File: src/rtl/immgen_pipe_if.sv
// Decode-stage handshake bundle: instruction in, decoded immediate out.
interface immgen_pipe_if #(parameter int unsigned XLEN = 32);
   logic            in_valid;
   logic            in_ready;
   logic [31:0]     in_instr;
   logic            out_valid;
   logic            out_ready;
   logic [XLEN-1:0] out_imm;
   logic [2:0]      out_fmt;
   logic [31:0]     out_instr;

   modport master (
      output in_valid, in_instr, out_ready,
      input  in_ready, out_valid, out_imm, out_fmt, out_instr
   );

   modport slave (
      input  in_valid, in_instr, out_ready,
      output in_ready, out_valid, out_imm, out_fmt, out_instr
   );
endinterface

File: src/rtl/immgen_pipe.sv
// RV32I immediate generator: format classify + sign-extend, one-cycle latency,
// output register plus one skid entry so in_ready is flop-driven.
module immgen_pipe #(
   parameter int unsigned XLEN = 32
) (
   input logic          clk,
   input logic          reset,
   immgen_pipe_if.slave bus
);

   if (XLEN != 32 && XLEN != 64) begin : g_bad_xlen
      $error("immgen_pipe: XLEN must be 32 or 64");
   end

   localparam logic [2:0] FMT_R   = 3'd0;
   localparam logic [2:0] FMT_I   = 3'd1;
   localparam logic [2:0] FMT_S   = 3'd2;
   localparam logic [2:0] FMT_B   = 3'd3;
   localparam logic [2:0] FMT_U   = 3'd4;
   localparam logic [2:0] FMT_J   = 3'd5;
   localparam logic [2:0] FMT_ILL = 3'd7;

   typedef struct packed {
      logic [XLEN-1:0] imm;
      logic [2:0]      fmt;
      logic [31:0]     instr;
   } dec_t;

   // State is exactly the pair of valid flags {out_valid, skid_valid}
   typedef enum logic [1:0] {
      EMPTY = 2'b00,
      FULL1 = 2'b10,
      FULL2 = 2'b11
   } state_t;

   function automatic dec_t decode(input logic [31:0] w);
      dec_t        d;
      logic [31:0] imm32;
      d.instr = w;
      imm32   = '0;
      case (w[6:0])
         7'b0000011, 7'b0010011, 7'b1100111, 7'b0001111, 7'b1110011: begin
            d.fmt = FMT_I;
            imm32 = {{20{w[31]}}, w[31:20]};
         end
         7'b0100011: begin
            d.fmt = FMT_S;
            imm32 = {{20{w[31]}}, w[31:25], w[11:7]};
         end
         7'b1100011: begin
            d.fmt = FMT_B;
            imm32 = {{19{w[31]}}, w[31], w[7], w[30:25], w[11:8], 1'b0};
         end
         7'b0110111, 7'b0010111: begin
            d.fmt = FMT_U;
            imm32 = {w[31:12], 12'b0};
         end
         7'b1101111: begin
            d.fmt = FMT_J;
            imm32 = {{11{w[31]}}, w[31], w[19:12], w[20], w[30:21], 1'b0};
         end
         7'b0110011: d.fmt = FMT_R;
         default:    d.fmt = FMT_ILL;
      endcase
      d.imm = XLEN'($signed(imm32));
      return d;
   endfunction

   dec_t   out_q, out_d, skid_q, skid_d, in_dec;
   logic   out_valid_q, out_valid_d;
   logic   skid_valid_q, skid_valid_d;
   logic   in_ready_q, in_ready_d;
   logic   accept;
   state_t state;

   assign in_dec = decode(bus.in_instr);
   assign accept = bus.in_valid && in_ready_q;
   assign state  = state_t'({out_valid_q, skid_valid_q});

   // Next-state and datapath steering
   always_comb begin
      out_d        = out_q;
      skid_d       = skid_q;
      out_valid_d  = out_valid_q;
      skid_valid_d = skid_valid_q;
      case (state)
         EMPTY: begin
            if (accept) begin
               out_d       = in_dec;
               out_valid_d = 1'b1;
            end
         end
         FULL1: begin
            if (accept && bus.out_ready) begin
               out_d = in_dec;
            end else if (accept) begin
               skid_d       = in_dec;
               skid_valid_d = 1'b1;
            end else if (bus.out_ready) begin
               out_valid_d = 1'b0;
            end
         end
         FULL2: begin
            if (bus.out_ready) begin
               out_d        = skid_q;
               skid_valid_d = 1'b0;
            end
         end
         default: begin
            out_valid_d  = 1'b0;
            skid_valid_d = 1'b0;
         end
      endcase
      in_ready_d = !skid_valid_d;
   end

   always_ff @(posedge clk or posedge reset) begin
      if (reset) begin
         out_q        <= '0;
         skid_q       <= '0;
         out_valid_q  <= 1'b0;
         skid_valid_q <= 1'b0;
         in_ready_q   <= 1'b1;
      end else begin
         out_q        <= out_d;
         skid_q       <= skid_d;
         out_valid_q  <= out_valid_d;
         skid_valid_q <= skid_valid_d;
         in_ready_q   <= in_ready_d;
      end
   end

   assign bus.in_ready  = in_ready_q;
   assign bus.out_valid = out_valid_q;
   assign bus.out_imm   = out_q.imm;
   assign bus.out_fmt   = out_q.fmt;
   assign bus.out_instr = out_q.instr;

endmodule

File: src/flat_wrapper.sv
// flat-port wrapper written by rule: the top's interface ports become plain ports
module immgen_pipe_flat 
#(
   parameter int unsigned XLEN = 32
)
  (clk, reset, bus_in_valid, bus_in_instr, bus_out_ready, bus_in_ready, bus_out_valid, bus_out_imm, bus_out_fmt, bus_out_instr);
  immgen_pipe_if #(.XLEN(XLEN)) bus_i ();
  input logic clk;
  input logic reset;
  input wire logic [$bits(bus_i.in_valid)-1:0] bus_in_valid;
  input wire logic [$bits(bus_i.in_instr)-1:0] bus_in_instr;
  input wire logic [$bits(bus_i.out_ready)-1:0] bus_out_ready;
  output wire logic [$bits(bus_i.in_ready)-1:0] bus_in_ready;
  output wire logic [$bits(bus_i.out_valid)-1:0] bus_out_valid;
  output wire logic [$bits(bus_i.out_imm)-1:0] bus_out_imm;
  output wire logic [$bits(bus_i.out_fmt)-1:0] bus_out_fmt;
  output wire logic [$bits(bus_i.out_instr)-1:0] bus_out_instr;
  assign bus_i.in_valid = bus_in_valid;
  assign bus_i.in_instr = bus_in_instr;
  assign bus_i.out_ready = bus_out_ready;
  assign bus_in_ready = bus_i.in_ready;
  assign bus_out_valid = bus_i.out_valid;
  assign bus_out_imm = bus_i.out_imm;
  assign bus_out_fmt = bus_i.out_fmt;
  assign bus_out_instr = bus_i.out_instr;
  immgen_pipe #(.XLEN(XLEN)) u_core (.clk(clk), .reset(reset), .bus(bus_i));
endmodule
File: config.mk
export PLATFORM = sky130hd
export DESIGN_NAME = immgen_pipe_flat
export DESIGN_NICKNAME = d
export VERILOG_FILES = /design/src/rtl/immgen_pipe_if.sv /design/src/rtl/immgen_pipe.sv /design/src/flat_wrapper.sv
export SDC_FILE = /design/constraint.sdc
export NUM_CORES = 1
export LEC_CHECK = 0
export ABC_AREA = 0
export CAP_MARGIN = 20
export CORE_ASPECT_RATIO = 0.5
export CORE_MARGIN = 5
export CORE_UTILIZATION = 48
export CTS_CLUSTER_SIZE = 20
export DETAILED_ROUTE_END_ITERATION = 16
export PLACE_DENSITY = 0.78
export SETUP_SLACK_MARGIN = 0.15
export SLEW_MARGIN = 10
export SYNTH_ARGS = -nofsm -noshare
export SYNTH_HDL_FRONTEND = slang
export SYNTH_SLANG_ARGS = --single-unit
File: constraint.sdc
create_clock -name clk -period 4.9 [get_ports clk]
set_input_delay 0.98 -clock clk [delete_from_list [all_inputs] [get_ports clk]]
set_output_delay 0.98 -clock clk [all_outputs]
set_load 0.005 [all_outputs]
==> results of run 1 <==
## final cells by class
| cell class | count | area share (%) |
|---|---|---|
| flip-flops and latches | 137 | 43.1 |
| multi-input cells | 501 | 31.7 |
| repair buffers | 112 | 14.1 |
| clock buffers | 22 | 5.95 |
| well taps | 170 | 2.67 |
| clock inverters | 10 | 2.06 |
| inverters | 9 | 0.487 |
## state kept, by name, indices dropped and copies added, names as in the netlist
| register | flops |
|---|---|
| u_core.bus.out_imm | 32 |
| u_core.bus.in_ready | 1 |
| u_core.bus.out_valid | 1 |
| u_core.bus.out_fmt | 3 |
| u_core.bus.out_instr | 32 |
| u_core.skid_q | 67 |
| u_core.skid_valid_q | 1 |
## worst min-delay path: cells and delay by family (launching register included)
| kind | cells | cell delay [ps] |
|---|---|---|
| flip-flops | 1 | 340 |
| AND/OR/NAND/NOR | 2 | 110 |
## synthesized netlist by cell type (5+ instances only)
library cell,count
or3_1,21
inv_1,9
nand2b_1,6
a21oi_2,12
a22o_1,6
dfrtp_1,136
o21ai_0,41
nor2b_1,5
clkbuf_1,39
nor3_1,6
a221oi_1,6
a21oi_1,29
nor2_1,82
nor4_1,6
o31ai_1,5
a31oi_1,43
o22ai_1,6
and3_1,8
nand2_1,187
## path summary, 6_finish.rpt
| check | to | depth (start not counted) | slack (ps) | from |
|---|---|---|---|---|
| setup / recovery | u_core.bus.out_imm[15]$_DFFE_PP0P_ | 6 | 1600 | bus_in_instr[6] |
| hold / removal | u_core.skid_q[10]$_DFFE_PP0P_ | 2 | 470 | u_core.skid_q[10]$_DFFE_PP0P_ |
| setup reg to reg | u_core.bus.out_imm[4]$_DFFE_PP0P_ | 5 | 2530 | u_core.bus.out_valid$_DFFE_PP0P_ |
| hold reg to reg | u_core.skid_q[10]$_DFFE_PP0P_ | 2 | 470 | u_core.skid_q[10]$_DFFE_PP0P_ |
| max in group asynchronous | u_core.bus.out_imm[12]$_DFFE_PP0P_ | 3 | 2770 | reset |
| min in group asynchronous | u_core.bus.out_instr[26]$_DFFE_PP0P_ | 2 | 1170 | reset |
## power breakdown
part / internal (uW) / switching [uW]
combinational: 540 / 490
sequential: 1490 / 205
clock: 894 / 490
## kinds of logic (layout without fill, tap and decap cells)
logic type / count (synthesis) / count (layout) / synth area share, %
mux: 2 / 2 / 0.345
simple gates: 335 / 335 / 23.2
flops: 137 / 137 / 55.6
compound gates: 164 / 164 / 16.8
buf+inv: 58 / 153 / 3.98
## metal layers
layer / wire, um / part of all wire, % / vias to the layer above / track usage (%)
li1: - / - / 2535 / -
met1: 7290 / 43 / 2687 / 30.0
met2: 8250 / 49 / 233 / 36.3
met3: 1200 / 7.1 / 24 / 5.21
met4: 231 / 1.4 / 0 / 7.18
met5: 0 / 0 / - / 0
## stage by stage
stage | total power, uW | setup slack [ps] | cells
6_report | 4110 | 1600 | 961
5_1_grt | 4320 | 1320 | 961
4_1_cts | 4120 | 1460 | 958
3_5_place_dp | 2730 | 1060 | 926
3_3_place_gp | 2690 | 1150 | 926
2_1_floorplan | 2160 | 254 | 696
==> summary.txt, run 1 <==
Status
  • Status: finished clean

Synth
  • Sequential fraction of the synthesis area: roughly 56%
  • Yosys cell types: 47
  • Synth Instances: 696
  • Register bit count reported by yosys: 137
  • Post-synth top area cell: dfrtp_1
  • Avg Synthesized Cell Area: between 8 and 9 sq um
  • Post-synth ARST share: 100%
  • Synth area leaders: dfrtp_1, nand2_1, nor2_1, a31oi_1, o21ai_0
  • Post-synth top flop: dfrtp_1
  • EDFF count, synth: 0
  • Top-area cell type share of the netlist area: 55.2%
  • Synthesized Nets: 732
  • Yosys warns: 0
  • Mapped Area: just over 6000 sq um

Placement
  • Buffers on Ports: 104
  • Gpl congestion: 0.857
  • Area post-placement: ~7300 sq um
  • DP HPWL: 10.6 mm

GRT
  • First-pass GRT wire length: 28.0 mm
  • Antenna violations before repair: 0
  • Total gr overflow: 0
  • Largest net degree at the start of global routing: around 110
  • Gr usage total: 22.4%
  • Number of global-route vias before repair: 5460

Clock network
  • H-tree depth: 4
  • Clock Path Buffers: 2
  • Num CTS Buffers: 17
  • # hold bufs at CTS: 0
  • Root Driver: clkbuf_16
  • Clock slew at reported path FFs: 60 ps
  • CTS sink count: 137
  • Cts repair resizes: 0
  • Worst skew pair latency: 410 ps
  • CTS tree: yes
  • Post-CTS Setup Repair Bufs: 0

Floorplan
  • I/O pins: between 100 and 150
  • Initial Util: 48.8%
  • Row count: 29
  • Core Area: 12600 sq um
  • Die boundary height: between 90 and 100 um
  • Die area: 15400 sq um
  • Die extent in x: 170 um

Final layout
  • Fin util: 63.1%
  • Antenna diodes: 0
  • Filler Cells Inserted: 1034
  • Design area: 7970 sq um
  • Commonest non-fill, non-tap cell in the layout: nand2_1
  • Most frequent cells in the layout: nand2_1, dfrtp_1, clkdlybuf4s50_1, nor2_1, a31oi_1
  • Sequential cell area: between 3000 and 4000 sq um
  • Area of the multi-input gates: roughly 2500 sq um
  • Fin nets: between 800 and 900
  • Layout overhead on the synthesized area: 29.2%
  • Share of layout cells above drive strength 1: 8.09%

Min path
  • Type of the most critical hold path: reg -> reg

STA
  • Post-route clock period utilization: about two thirds
  • Least-Margin Pin Slew: roughly 1100 ps
  • Slew headroom: 25.9%
  • Max Fclk: 0.303 GHz
  • TNS Setup: 0 ps
  • Slew Limit Fails: 0
  • Post-route minimum period: 3300 ps
  • Min Hold Slack: roughly 470 ps
  • Clk_skew: between 10 and 15 ps
  • Final Hold Vio Count: 0
  • Final Setup Violations: 0
  • RSZ-0062 raised after global routing: no

Detailed routing
  • DR iter-0 viols: around 530
  • Pre-antenna DRT Iters: 5
  • Number of remaining DRC errors: 0
  • Routed wire length: 17.0 mm
  • DR WL/cell: roughly 18 um
  • Via density: 5.70
  • Vias: 5479
  • Antenna Nets Post-Route: 0

Worst setup path
  • CP Class: in -> reg
  • CP Buf/Inv Count: 1
  • Max incr delay on CP: between 800 and 900 ps
  • CP required: 5160 ps
  • Crit path cell chain: clkdlybuf4s50_1, nor2b_1, a2111oi_0, o21ai_1, nor2b_1, a21oi_1
  • Most common cell on crit path: nor2b_1
  • Critical Path Source Type: input port
  • CP max-delay cell: clkdlybuf4s50_1
  • Crit path DAT: 3550 ps
  • Crit end category: register
  • Delay-heaviest family, CP: simple AND/OR/NAND/NOR gates
  • Crit-path max FO: 18

Power
  • Leakage power: 0.00342 uW
  • Power density cells: 516 nW/um^2
  • Peak supply drop: 0.000246 V

Flow run
  • Max-cap violations: 0
(Power assumes the default switching activity.)
==> run 2: changes to the inputs <==
CORE_UTILIZATION = 53   (was 48)
PLACE_DENSITY = 0.82   (was 0.78)
clock period = 3.4 ns   (was 4.9 ns; I/O delays follow)
==> run 2 against run 1 <==
Die area is 8.7% lower. Sequential cell count unchanged. Global-route usage is 2.8 points higher. Via count is 1.7% higher. Core utilization rose by 8.6 points. Critical path type unchanged. Non-clock buffer count grew 12. Critical path depth did not move.
==> summary.txt, run 2 (synthesis gave the netlist of run 1 again) <==
Flow run
  • Max-cap violations: 0

STA
  • Post-route clock period utilization: between 70% and 80%
  • Min Hold Slack: roughly 470 ps
  • Least-Margin Pin Slew: around 840 ps
  • Slew Limit Fails: 0
  • Clk_skew: 6.66 ps
  • RSZ-0062 raised after global routing: no
  • TNS Setup: 0 ps
  • Slew headroom: 43.5%
  • Final Setup Violations: 0
  • Max Fclk: 0.376 GHz
  • Post-route minimum period: 2660 ps
  • Final Hold Vio Count: 0

Placement
  • DP HPWL: 10.8 mm
  • Buffers on Ports: 104
  • Gpl congestion: 0.906

GRT
  • Gr usage total: approximately a quarter
  • Largest net degree at the start of global routing: 138
  • Number of global-route vias before repair: 5432
  • Antenna violations before repair: 0
  • First-pass GRT wire length: 28.3 mm
  • Total gr overflow: 0

Floorplan
  • Row count: 27
  • Initial Util: 55.2%
  • Core Area: around 11000 sq um
  • I/O pins: approximately 110
  • Die extent in x: approximately 160 um
  • Die boundary height: 86.3 um
  • Die area: 14000 sq um

Detailed routing
  • Vias: 5574
  • Met3 WL post-DR: 1.45 mm
  • DR iter-0 viols: 522
  • Via density: between 5 and 6
  • Routed wire length: 17.0 mm
  • DR WL/cell: 17.7 um
  • Number of remaining DRC errors: 0
  • Antenna Nets Post-Route: 0
  • WL met1: roughly 7.4 mm
  • Highest routed layer: met4
  • Wire length on met2: 7.88 mm
  • Pre-antenna DRT Iters: 8

Worst setup path
  • Crit path DAT: 2930 ps
  • R2r endpoint: u_core.bus.out_imm[29]$_DFFE_PP0P_
  • Setup slack, reg-to-reg: about 1100 ps
  • CP Class: in -> reg
  • Crit-path max FO: 13
  • Crit end category: register
  • Critical Path Source Type: input port
  • R2r startpoint: u_core.bus.out_valid$_DFFE_PP0P_
  • Worst Reg-to-Reg Cells: 5
  • CP required: 3670 ps

Clock network
  • Num CTS Buffers: 17
  • # hold bufs at CTS: 0
  • H-tree depth: 4
  • Post-CTS Setup Repair Bufs: 0
  • CTS sink count: 137
  • CTS tree: yes
  • Root Driver: clkbuf_16
  • Cts repair resizes: 0
  • Clock slew at reported path FFs: 60 ps
  • Worst skew pair latency: 420 ps
  • Clock Path Buffers: 2

Final layout
  • Area of the multi-input gates: 2520 sq um
  • Commonest non-fill, non-tap cell in the layout: nand2_1
  • Sequential cell area: 3430 sq um
  • Antenna diodes: 0
  • Fin nets: 826
  • Largest register FFs: 67
  • Most frequent cells in the layout: nand2_1, dfrtp_1, clkdlybuf4s50_1, nor2_1, a31oi_1
  • Most flops, register: u_core.skid_q
  • Share of layout cells above drive strength 1: a little under a tenth
  • Layout overhead on the synthesized area: 30.0%
  • Filler Cells Inserted: 802

Min path
  • Hold depth: 2
  • Hold EP: u_core.skid_q[20]$_DFFE_PP0P_
  • Min-delay src: u_core.skid_q[20]$_DFFE_PP0P_
  • Type of the most critical hold path: reg -> reg

Status
  • Status: finished clean

Power
  • Leakage power: 0.00347 uW
  • Power density cells: 730 nW/um^2
  • Peak supply drop: 0.000340 V
-- run 2: worst max-delay path, stage by stage --
cell and delay [ps]:
clkdlybuf4s50_1 720, nor2b_1 220, a2111oi_0 90, o21ai_1 440
nor2b_1 610, a21oi_1 160
-- run 2: through the flow --
step | setup WS [ps] | util (%) | std cells | cell area [sq um] | power, uW
finish | 743 | 71.7 | 962 | 8020 | 5850
global route | 640 | 71.7 | 962 | 8020 | 6180
CTS | 572 | 71.6 | 961 | 8010 | 5880
detailed placement | 164 | 66.2 | 929 | 7400 | 3950
global placement | 245 | 66.2 | 929 | 7400 | 3880
floorplan | 1010 | - | 696 | 6170 | 3120
-- run 2: cell type report --
| cell class | instances | area share (%) |
|---|---|---|
| Multi-Input combinational cell | 501 | 31.5 |
| Timing Repair Buffer | 124 | 15.2 |
| Inverter | 9 | 0.468 |
| Clock buffer | 19 | 5.52 |
| Tap cell | 159 | 2.48 |
| Clock inverter | 13 | 2.11 |
| Sequential cell | 137 | 42.8 |
-- run 2: layer usage --
metal	up-vias	track usage (%)
li1	2568	-
met4	0	8.07
met1	2708	34.6
met5	-	0
met3	31	6.46
met2	267	39.9
-- run 2: where the power goes --
| part | switching (uW) | total (uW) | leakage [uW] | internal, uW |
|---|---|---|---|---|
| Clock | 733 | 1910 | 0.000292 | 1180 |
| Sequential | 297 | 2440 | 0.00164 | 2150 |
| Combinational | 707 | 1490 | 0.00154 | 788 |
-- run 2: how the worst max path moves through the flow --
stage,startpoint,endpoint,slack [ps],depth (start not counted)
floorplan,reset,u_core.bus.out_fmt[0]$_DFFE_PP0P_,1010,1
global placement,bus_in_instr[6],u_core.skid_q[65]$_DFFE_PP0P_,240,7
detailed placement,bus_in_instr[6],u_core.skid_q[65]$_DFFE_PP0P_,160,6
CTS,bus_in_instr[6],u_core.skid_q[65]$_DFFE_PP0P_,570,6
global route,bus_in_instr[6],u_core.bus.out_imm[12]$_DFFE_PP0P_,640,6
finish,bus_in_instr[6],u_core.bus.out_imm[13]$_DFFE_PP0P_,740,6
==> run 3: changes to the inputs <==
CORE_UTILIZATION = 48   (was 53)
PLACE_DENSITY = 0.78   (was 0.82)
clock period = 2.4 ns   (was 3.4 ns; I/O delays follow)
==> run 3 against run 2 <==
Combinational power rose by 47%. Critical path depth did not move. Clock skew down 1.3 ps. Core utilization down 6.5 points. Count of clock-buffer cells in the layout down 1. Total power increased by 41%. Global-route usage shrank 0.94 points. Clock power is 35% higher. Worst setup slack lost 470 ps. First-iteration DRC count rose by 7.7%.
==> summary.txt, run 3 (synthesis gave the netlist of run 1 again) <==
Worst setup path
  • Crit-path max FO: 6
  • Crit end category: register
  • WP depth: 6
  • Setup crit start: bus_in_instr[3]
  • Max incr delay on CP: ~480 ps
  • Crit path DAT: 2490 ps
  • Critical Path Source Type: input port
  • R2r endpoint: u_core.bus.out_imm[29]$_DFFE_PP0P_
  • CP required: 2760 ps
  • CP max-delay cell: clkdlybuf4s50_1
  • R2r startpoint: u_core.bus.out_valid$_DFFE_PP0P_
  • CP Buf/Inv Count: 1
  • CP Class: in -> reg
  • CP endpoint: u_core.bus.out_imm[8]$_DFFE_PP0P_
  • Worst Reg-to-Reg Cells: 6
  • Crit path cell chain: clkdlybuf4s50_1, or3b_4, a311o_1, a21oi_2, a221oi_1, nor2_1
  • Setup slack, reg-to-reg: 450 ps
  • Delay-heaviest family, CP: compound AO/OA/AOI/OAI gates

Clock network
  • CTS sink count: 137
  • Post-CTS Setup Repair Bufs: 0
  • Root Driver: clkbuf_16
  • Worst skew pair latency: 420 ps
  • Clock slew at reported path FFs: 60 ps
  • CTS tree: yes
  • H-tree depth: 4
  • Num CTS Buffers: 17
  • Clock Path Buffers: 2

Min path
  • Hold depth: 2
  • Min-delay src: u_core.skid_q[31]$_DFFE_PP0P_
  • Type of the most critical hold path: reg -> reg

Detailed routing
  • Vias: 5703
  • Number of remaining DRC errors: 0
  • DR iter-0 viols: 562
  • Pre-antenna DRT Iters: 5
  • Routed wire length: approximately 18 mm
  • Via density: ~5.7
  • DR WL/cell: 18.1 um
  • Antenna Nets Post-Route: 0

GRT
  • Met2 usage: 38.8%
  • Number of global-route vias before repair: between 5k and 6k
  • First-pass GRT wire length: 30.0 mm
  • M3 GR Usage: under 10%
  • Gr usage total: 24.3%
  • Total gr overflow: 0
  • Largest net degree at the start of global routing: 77
  • Antenna violations before repair: 0
  • GR peak layer: met2
  • M1 GR Usage: 32.7%

Power
  • Overall power: 8240 uW
  • Clock share of power: 31.2%
  • Power density cells: around 1000 nW/um^2
  • Flop pwr share: approximately 42%
  • Gate power share: a little over a quarter
  • Sw Ratio: a little under a third
  • Power Internal: 5690 uW
  • Peak supply drop: roughly 0.00054 V
  • P_sw: 2540 uW
  • Leakage power: 0.00359 uW

Placement
  • Buffers on Ports: approximately 100
  • Area post-placement: 7660 sq um
  • DP HPWL: 11.9 mm
  • Gpl congestion: 0.927

STA
  • Final Hold Vio Count: 0
  • Clk_skew: approximately 5.4 ps
  • Max Fclk: 0.470 GHz
  • Post-route clock period utilization: between 80% and 90%
  • Least-Margin Pin Slew: 677 ps
  • Final Setup Violations: 0
  • Slew Limit Fails: 0
  • Slew headroom: 54.9%
  • RSZ-0062 raised after global routing: no
  • Post-route minimum period: 2130 ps

Final layout
  • Most flops, register: u_core.skid_q
  • Antenna diodes: 0
  • Fin util: 65.2%
  • Filler Cells Inserted: 1003
  • Layout overhead on the synthesized area: 33.6%
  • Largest register FFs: between 60 and 70
  • Commonest non-fill, non-tap cell in the layout: nand2_1
  • Most frequent cells in the layout: nand2_1, dfrtp_1, clkdlybuf4s50_1, nor2_1, a31oi_1
  • Fin nets: between 800 and 900
  • Design area: 8240 sq um
  • Share of layout cells above drive strength 1: 12.5%

Floorplan
  • Die extent in x: 170 um
  • Die area: 15400 sq um
  • I/O pins: 105
  • Core Area: roughly 13000 sq um
  • Initial Util: 48.8%
  • Die boundary height: about 90 um
  • Row count: 29

Flow run
  • Max-cap violations: 0

Status
  • Status: finished clean
-- run 3: cell types whose count changed in the layout (fill, tap and decap cells not counted), moves of 2 or more --
cell,delta
buf_4,+18
buf_12,+5
inv_6,+3
bufinv_16,-2
-- run 3: final cells by class --
class / instances / area, sq um / area share [%]
Timing Repair Buffer: 147 / 1450 / 17.6
Multi-Input combinational cell: 501 / 2530 / 30.7
Inverter: 9 / 37.5 / 0.456
Sequential cell: 137 / 3430 / 41.6
Tap cell: 170 / 213 / 2.58
Clock buffer: 18 / 439 / 5.33
Clock inverter: 14 / 139 / 1.69
-- run 3: per-layer routing --
metal | vias to the layer above | part of all wire (%)
met5 | - | 0
met4 | 0 | 2.2
met3 | 38 | 6.6
met2 | 247 | 48
met1 | 2804 | 43
li1 | 2614 | -
-- run 3: how the worst min path moves through the flow --
stage                                               end  slack, ps
after global placement    u_core.skid_q[34]$_DFFE_PP0P_        460
after detailed placement   u_core.skid_q[2]$_DFFE_PP0P_        460
final                     u_core.skid_q[31]$_DFFE_PP0P_        480
after CTS                 u_core.skid_q[31]$_DFFE_PP0P_        480
after floorplan           u_core.skid_q[34]$_DFFE_PP0P_        440
after global routing       u_core.skid_q[9]$_DFFE_PP0P_        500
-- run 3: through the flow --
step / cells / setup TNS [ps] / setup WS (ps) / hold slack, ps
after floorplan: 696 / 0 / 214 / 442
after global placement: 964 / -2230 / -159 / 456
after detailed placement: 964 / -3100 / -200 / 462
after CTS: 996 / 0 / 152 / 477
after global routing: 996 / 0 / 165 / 499
final: 996 / 0 / 270 / 475
-- run 3: what timing repair did --
item / 4_1_cts / 5_1_grt
hold buffers: 0 / 0
setup endpoints to repair: 0 / 16
gates resized for setup: 0 / 2
-- run 3: power groups by stage --
stage | Clock, uW | Combinational [uW] | Sequential (uW)
3_5_place_dp | 0 | 2180 | 3500
6_report | 2570 | 2190 | 3480
3_3_place_gp | 0 | 2120 | 3470
2_1_floorplan | 0 | 996 | 3420
5_1_grt | 2710 | 2430 | 3560
4_1_cts | 2580 | 2210 | 3470
-- run 3: worst reg2reg max path, cell delays in order, from the launching register on --
cell	delay (ps)
dfrtp_1	440
nor2b_1	210
a211oi_4	230
buf_4	380
buf_4	320
o21ai_0	120
a21oi_1	170
